### config.mk
export PLATFORM = sky130hd
export DESIGN_NAME = regfile_4x_onehot
export DESIGN_NICKNAME = d
export VERILOG_FILES = /design/src/rtl/regfile_4x_onehot.sv
export SDC_FILE = /design/constraint.sdc
export NUM_CORES = 1
export LEC_CHECK = 0
export BUFFER_PORTS_ARGS = -buffer_cell sky130_fd_sc_hd__buf_4
export CAP_MARGIN = 40
export CELL_PAD_IN_SITES_DETAIL_PLACEMENT = 0
export CELL_PAD_IN_SITES_GLOBAL_PLACEMENT = 1
export CORE_MARGIN = 1
export CORE_UTILIZATION = 40
export CTS_CLUSTER_DIAMETER = 80
export DETAILED_ROUTE_END_ITERATION = 12
export MAX_ROUTING_LAYER = met4
export PLACE_DENSITY = 0.71
export SYNTH_ARGS = -nofsm -noshare
export SYNTH_HDL_FRONTEND = slang
export SYNTH_SLANG_ARGS = --single-unit
### constraint.sdc
create_clock -name clk -period 2.5 [get_ports clk]
set_input_delay 0.25 -clock clk [delete_from_list [all_inputs] [get_ports clk]]
set_output_delay 0.25 -clock clk [all_outputs]
set_load 0.01 [all_outputs]
### src/rtl/regfile_4x_onehot.sv
`default_nettype none
// ============================================================================
// Module   : regfile_4x_onehot
// Purpose  : Four-entry register file that sits directly after a 2-to-4
//            register-select decoder. The decoder's one-hot output is used
//            as the write select. Writes whose select is not one-hot are
//            blocked and raise the sticky sel_err flag. Two read ports
//            return registered data one cycle after rd_en.
// Ports    : clk        - system clock, rising edge
//            rst_n      - asynchronous active-low reset
//            wr_en      - write request
//            wr_sel     - one-hot write select (bit i selects reg i)
//            wr_data    - write data
//            rd_en      - read request for both ports
//            rd_addr_a  - read address, port A
//            rd_addr_b  - read address, port B
//            rd_data_a  - registered read data, port A
//            rd_data_b  - registered read data, port B
//            rd_valid   - one-cycle pulse, read data updated this cycle
//            reg_valid  - bit i set once reg i has been written since reset
//            sel_err    - sticky flag, non-one-hot write attempted
//            clr_err    - synchronous clear of sel_err (a new error wins)
// Options  : REGFILE_WR_BYPASS_EN - when defined, a read that hits the
//            register being written on the same edge returns the new data.
//            When undefined, the read returns the old contents.
// Revision : 1.0 - initial release
// ============================================================================
module regfile_4x_onehot #(
  parameter int DATA_W = 8
) (
  input  logic              clk,
  input  logic              rst_n,
  input  logic              wr_en,
  input  logic [3:0]        wr_sel,
  input  logic [DATA_W-1:0] wr_data,
  input  logic              rd_en,
  input  logic [1:0]        rd_addr_a,
  input  logic [1:0]        rd_addr_b,
  output logic [DATA_W-1:0] rd_data_a,
  output logic [DATA_W-1:0] rd_data_b,
  output logic              rd_valid,
  output logic [3:0]        reg_valid,
  output logic              sel_err,
  input  logic              clr_err
);

  localparam int c_NUM_REGS = 4;

  logic [DATA_W-1:0] r_regs [c_NUM_REGS];
  logic [3:0]        r_reg_valid;
  logic [DATA_W-1:0] r_rd_data_a;
  logic [DATA_W-1:0] r_rd_data_b;
  logic              r_rd_valid;
  logic              r_sel_err;

  logic              w_onehot_ok;
  logic              w_wr_fire;
  logic              w_wr_bad;
  logic [DATA_W-1:0] w_rd_a;
  logic [DATA_W-1:0] w_rd_b;

  // Exactly one bit set: non-zero, and clearing the lowest set bit leaves 0.
  assign w_onehot_ok = (wr_sel != 4'b0000) && ((wr_sel & (wr_sel - 4'd1)) == 4'b0000);
  assign w_wr_fire   = wr_en & w_onehot_ok;
  assign w_wr_bad    = wr_en & ~w_onehot_ok;

  // Storage and written-once flags. A blocked write leaves both untouched.
  always_ff @(posedge clk or negedge rst_n) begin
    if (!rst_n) begin
      for (int i = 0; i < c_NUM_REGS; i++) begin
        r_regs[i] <= '0;
      end
      r_reg_valid <= 4'b0000;
    end else if (w_wr_fire) begin
      for (int i = 0; i < c_NUM_REGS; i++) begin
        if (wr_sel[i]) begin
          r_regs[i]      <= wr_data;
          r_reg_valid[i] <= 1'b1;
        end
      end
    end
  end

  // Read data selection. The bypass only applies to a valid one-hot write,
  // so a malformed select can never leak wr_data onto a read port.
  always_comb begin
    w_rd_a = r_regs[rd_addr_a];
    w_rd_b = r_regs[rd_addr_b];
`ifdef REGFILE_WR_BYPASS_EN
    if (w_wr_fire && wr_sel[rd_addr_a]) begin
      w_rd_a = wr_data;
    end
    if (w_wr_fire && wr_sel[rd_addr_b]) begin
      w_rd_b = wr_data;
    end
`endif
  end

  // Read port registers: data holds when rd_en is low, valid is a pulse.
  always_ff @(posedge clk or negedge rst_n) begin
    if (!rst_n) begin
      r_rd_data_a <= '0;
      r_rd_data_b <= '0;
      r_rd_valid  <= 1'b0;
    end else begin
      r_rd_valid <= rd_en;
      if (rd_en) begin
        r_rd_data_a <= w_rd_a;
        r_rd_data_b <= w_rd_b;
      end
    end
  end

  // Sticky select error. Setting takes priority over a same-edge clear.
  always_ff @(posedge clk or negedge rst_n) begin
    if (!rst_n) begin
      r_sel_err <= 1'b0;
    end else if (w_wr_bad) begin
      r_sel_err <= 1'b1;
    end else if (clr_err) begin
      r_sel_err <= 1'b0;
    end
  end

  assign rd_data_a = r_rd_data_a;
  assign rd_data_b = r_rd_data_b;
  assign rd_valid  = r_rd_valid;
  assign reg_valid = r_reg_valid;
  assign sel_err   = r_sel_err;

endmodule
`default_nettype wire

**Word-level counts from Yosys, hierarchy flattened**

Cells that the tools add are included.

- Input bits: 21
- Output and inout port bits: 22
- Register bits: 54

- Add/sub/neg operators: 1
- Order comparisons: 2
- Muxes and demuxes: 8
- Reduce and logical (&&, ||, !) cells: 8
- Bitwise operators: 6

Operator list:

| cell | number |
|---|---|
| 8-bit binary-select mux with 2-bit select | 2 |
| 8-bit two-way mux | 4 |
| 2-bit AND reduction | 4 |
| 3-bit >= comparator, second input constant | 2 |
| 2-bit inverter with 3-bit output | 2 |
| 4-bit bitwise AND | 1 |
| 4-bit zero test | 1 |
| 4-bit nonzero test | 1 |
| 4-bit by 1-bit subtractor with 4-bit output, second input constant | 1 |
| 1-bit bitwise AND | 2 |
| 1-bit two-way mux | 2 |
| 2-bit nonzero test | 1 |
| 1-bit logical AND | 1 |
| 1-bit inverter | 1 |

**Logic depth before layout (Yosys ltp)**

- Depth in word-level cells: 7
- Gate-level depth with buffers: 3

**Least setup slack after synthesis**

No wires, ideal clock.

- Kind: input-to-reg
- Start point: in rd_addr_a[0]
- End point: reg r_rd_data_a[7] (netlist: rd_data_a[7])
- Arrival: 1.123 ns
- Cell stages on the path: 3
- Required time: 2.375 ns
- Path slack: 1.252 ns
- Cells stage by stage: buf_6 > mux4_2 > mux2_2

- Cells in the longest elaborated chain, start to end: 4

Ends and longest elaborated chain:

| element | line | text |
|---|---|---|
| from (decl) | 37 | `input logic [1:0] rd_addr_a,` |
| 2-bit inverter with 3-bit output (implied by the code) | 87 | `w_rd_a = r_regs[rd_addr_a];` |
| 8-bit binary-select mux with 2-bit select | 87 |  |
| 8-bit two-way mux (implied by the code) (2 in series) | 87 |  |
| to (signal assigned) | 108 | `r_rd_data_a <= w_rd_a;` |
| to (decl) | 51 | `logic [DATA_W-1:0] r_rd_data_a;` |

No other way between the ends. The select of a mux whose other input is x is not followed.
A chain may end at the register's enable or synchronous reset.

**Worst setup path after layout**

- Start point: reg r_regs[5] (netlist name)
- End point: reg r_rd_data_b[5] (netlist: rd_data_b[5])

- Cells in the longest elaborated chain, start to end: 3

Ends and longest elaborated chain:

| element | line | text |
|---|---|---|
| from (decl) | 49 | `logic [DATA_W-1:0] r_regs [c_NUM_REGS];` |
| from (signal, indexed assignment) | 77 | `r_regs[i] <= wr_data;` |
| 8-bit binary-select mux with 2-bit select | 88 | `w_rd_b = r_regs[rd_addr_b];` |
| 8-bit two-way mux (implied by the code) (2 in series) | 88 |  |
| to (signal assigned) | 109 | `r_rd_data_b <= w_rd_b;` |
| to (decl) | 52 | `logic [DATA_W-1:0] r_rd_data_b;` |

No other way between the ends. The select of a mux whose other input is x is not followed.

==> qor.csv <==
stage,metric,value,unit
layout,finalNetCount,205,
setup_path,startpoint_type,flip-flop,
timing,slew_headroom,0.552,
clocking,htree_levels,2,
clocking,post_cts_buffers,0,
timing,finalHoldViolCount,26,
logic_synthesis,syn_inst,141,
logic_synthesis,seq_area_frac_synth,0.550,
setup_path,max_stage_delay,470,ps
clocking,clk_latency,290,ps
timing,rsz0062_at_grt,no,
grt,overflow,0,
timing,hold_slack,-18.9,ps
timing,tns,0,ps
route,antenna_left,0,
clocking,clkSinkCount,54,
pwr,power_density,791,nW/um2
timing,slew_violations,0,
logic_synthesis,avgSynthCellArea,17.4,um2
route,detail_route.wl_per_cell,18.4,um
placed_design,gp_congestion,0.671,
clocking,clk_path_buf_depth,2,
logic_synthesis,synth_cell_type_count,19,
floorplanning,ios,43,
setup_path,cp.arrival,1440,ps
pwr,power_leakage,0.00132,uW
grt,grt_pass1_wl,7.83,mm
timing,post-route-min-period,1260,ps
status,outcome,"complete, but fails checks",
layout,layout_common_cells,"dfrtp_1 (54), mux2_2 (48), buf_4 (42), mux4_2 (16), clkbuf_8 (5)",
timing,tightest_slew,673,ps
setup_path,worstPathRequired,2680,ps
setup_path,cp_slowest_cell,mux4_2,
grt,track_usage,0.173,
placed_design,placedCellCount,252,
route,route.detailed.drc,0,
layout,stdcell_count,259,
logic_synthesis,synth_top_cell_by_area,dfrtp_1,
layout,syn2layout_area_growth,18.3,%
route,firstDrtPassIters,4,
status,violations,hold timing,
logic_synthesis,synth_seq_cells,54,
grt,antenna_found_initial,0,
clocking,cts_buffers,5,
placed_design,portBuffers,42,
route,avgViaCountPerCell,5.46,
route,drtIter0Drc,58,
logic_synthesis,syn_nets,162,
logic_synthesis,ys_top_cells_by_area,"dfrtp_1 (55%), mux2_2 (22%), mux4_2 (15%)",
setup_path,worstPathCellList,mux4_2 > mux2_2,
clocking,root_buffer,clkbuf_8,
pwr,finalPower,2300,uW
layout,final_common_cell,dfrtp_1,
layout,drive_above_1_share,0.647,
clocking,cts_resized,0,
timing,fin_worst_skew,5.20,ps
placed_design,post-dp-hpwl,3.28,mm
logic_synthesis,synth_warnings,0,
clocking,clk_pin_slew,90,ps
floorplanning,die_h,80.4,um
timing,period_share,0.505,
setup_path,cp_max_fo,3,
logic_synthesis,syn-cell-area,2460,um2
floorplanning,start_util,0.415,
hold_path,min_path_type,in2async,
clocking,hold_buffers,0,
floorplanning,die_x,80.4,um
floorplanning,rows,28,
layout,fill_cells,510,
timing,setup_viol,0,
clocking,cts_tree,done,
route,vias,1414,
job,maxCapViolCount,0,
floorplanning,core_area,5920,um2
setup_path,critPathCaptureType,flip-flop,
grt,grt_pass1_vias,1483,
pwr,ir_drop,0.394,mV
layout,diodes,0,
setup_path,critPathKind,reg2reg,
grt,grt_max_degree,55,
route,routed_wl,4.78,mm
logic_synthesis,synthDominantCellAreaShare,0.550,
timing,max_freq,0.793,GHz
floorplanning,dieArea,6460,um2
-- registers in the layout, indices dropped and copies added, names as in the netlist --
register and cells:
r_regs 32, rd_data_a 8, rd_data_b 8, reg_valid 4
rd_valid 1, sel_err 1
-- final timing paths --
| path | start | to | slack [ps] | cells after the start |
|---|---|---|---|---|
| worst max-delay path | r_regs[5] | rd_data_b[5] | 1240 | 2 |
| worst min-delay path | rst_n | rd_data_b[7] | -20 | 1 |
| worst max register to register | r_regs[5] | rd_data_b[5] | 1240 | 2 |
| worst min register to register | reg_valid[2] | reg_valid[2] | 480 | 1 |
| max in group asynchronous | rst_n | rd_data_b[3] | 2070 | 1 |
| min in group clk | wr_data[4] | r_regs[20] | 210 | 2 |
-- critical path: cells and delay by family, from the launching register on --
| family | cells | cell delay [ps] |
|---|---|---|
| muxes | 2 | 750 |
| DFF | 1 | 400 |
-- cell families after synthesis --
family                 count (synthesis)  synth area share
XOR/XNOR                               1           0.00357
AND/OR/NAND/NOR                       11            0.0515
AO/OA/AOI/OAI                          3           0.00917
buffers and inverters                  8            0.0188
flip-flops                            54             0.550
multiplexers                          64             0.367
-- per-layer routing --
metal	part of all wire	vias up	global-route usage
met5	0	-	-
met4	0.0096	0	0.0554
met3	0.032	4	0.0341
met2	0.52	36	0.284
met1	0.43	749	0.217
li1	-	625	-
-- cells in the mapped netlist --
cell      number
nor3b_4        1
buf_2          1
nand4b_2       1
o211ai_1       1
o21ai_0        1
clkbuf_1       3
nor2_2         1
a32o_1         1
or2b_1         1
inv_1          2
buf_6          2
mux2_2        48
xor2_1         1
dfrtp_1       54
mux4_2        16
nand4_2        1
nand3b_4       2
nand2b_1       3
nand3b_1       1
-- final cells by class --
cell class | instances | area [um2] | area share
multi-input combinational | 79 | 1060 | 0.364
clock inverter | 2 | 10.0 | 0.00345
inverter | 2 | 7.51 | 0.00258
sequential | 54 | 1350 | 0.465
tap | 75 | 93.8 | 0.0323
timing repair buffer | 42 | 315 | 0.109
clock buffer | 5 | 68.8 | 0.0237
-- power breakdown --
group	leakage, uW	internal [uW]	switching [uW]
Combinational	0.000623	407	214
Sequential	0.000653	1090	135
Clock	0.0000438	189	263
-- through the flow --
step	util	worst slack, ps	hold WS, ps	cell area (um2)
2_1_floorplan	-	1250	-45.6	2460
3_3_place_gp	0.477	1030	321	2830
3_5_place_dp	0.477	976	339	2830
4_1_cts	0.491	1230	6.76	2910
5_1_grt	0.491	1210	25.2	2910
6_report	0.491	1240	-18.9	2910
Note: power is estimated with default switching activity, not from simulation.
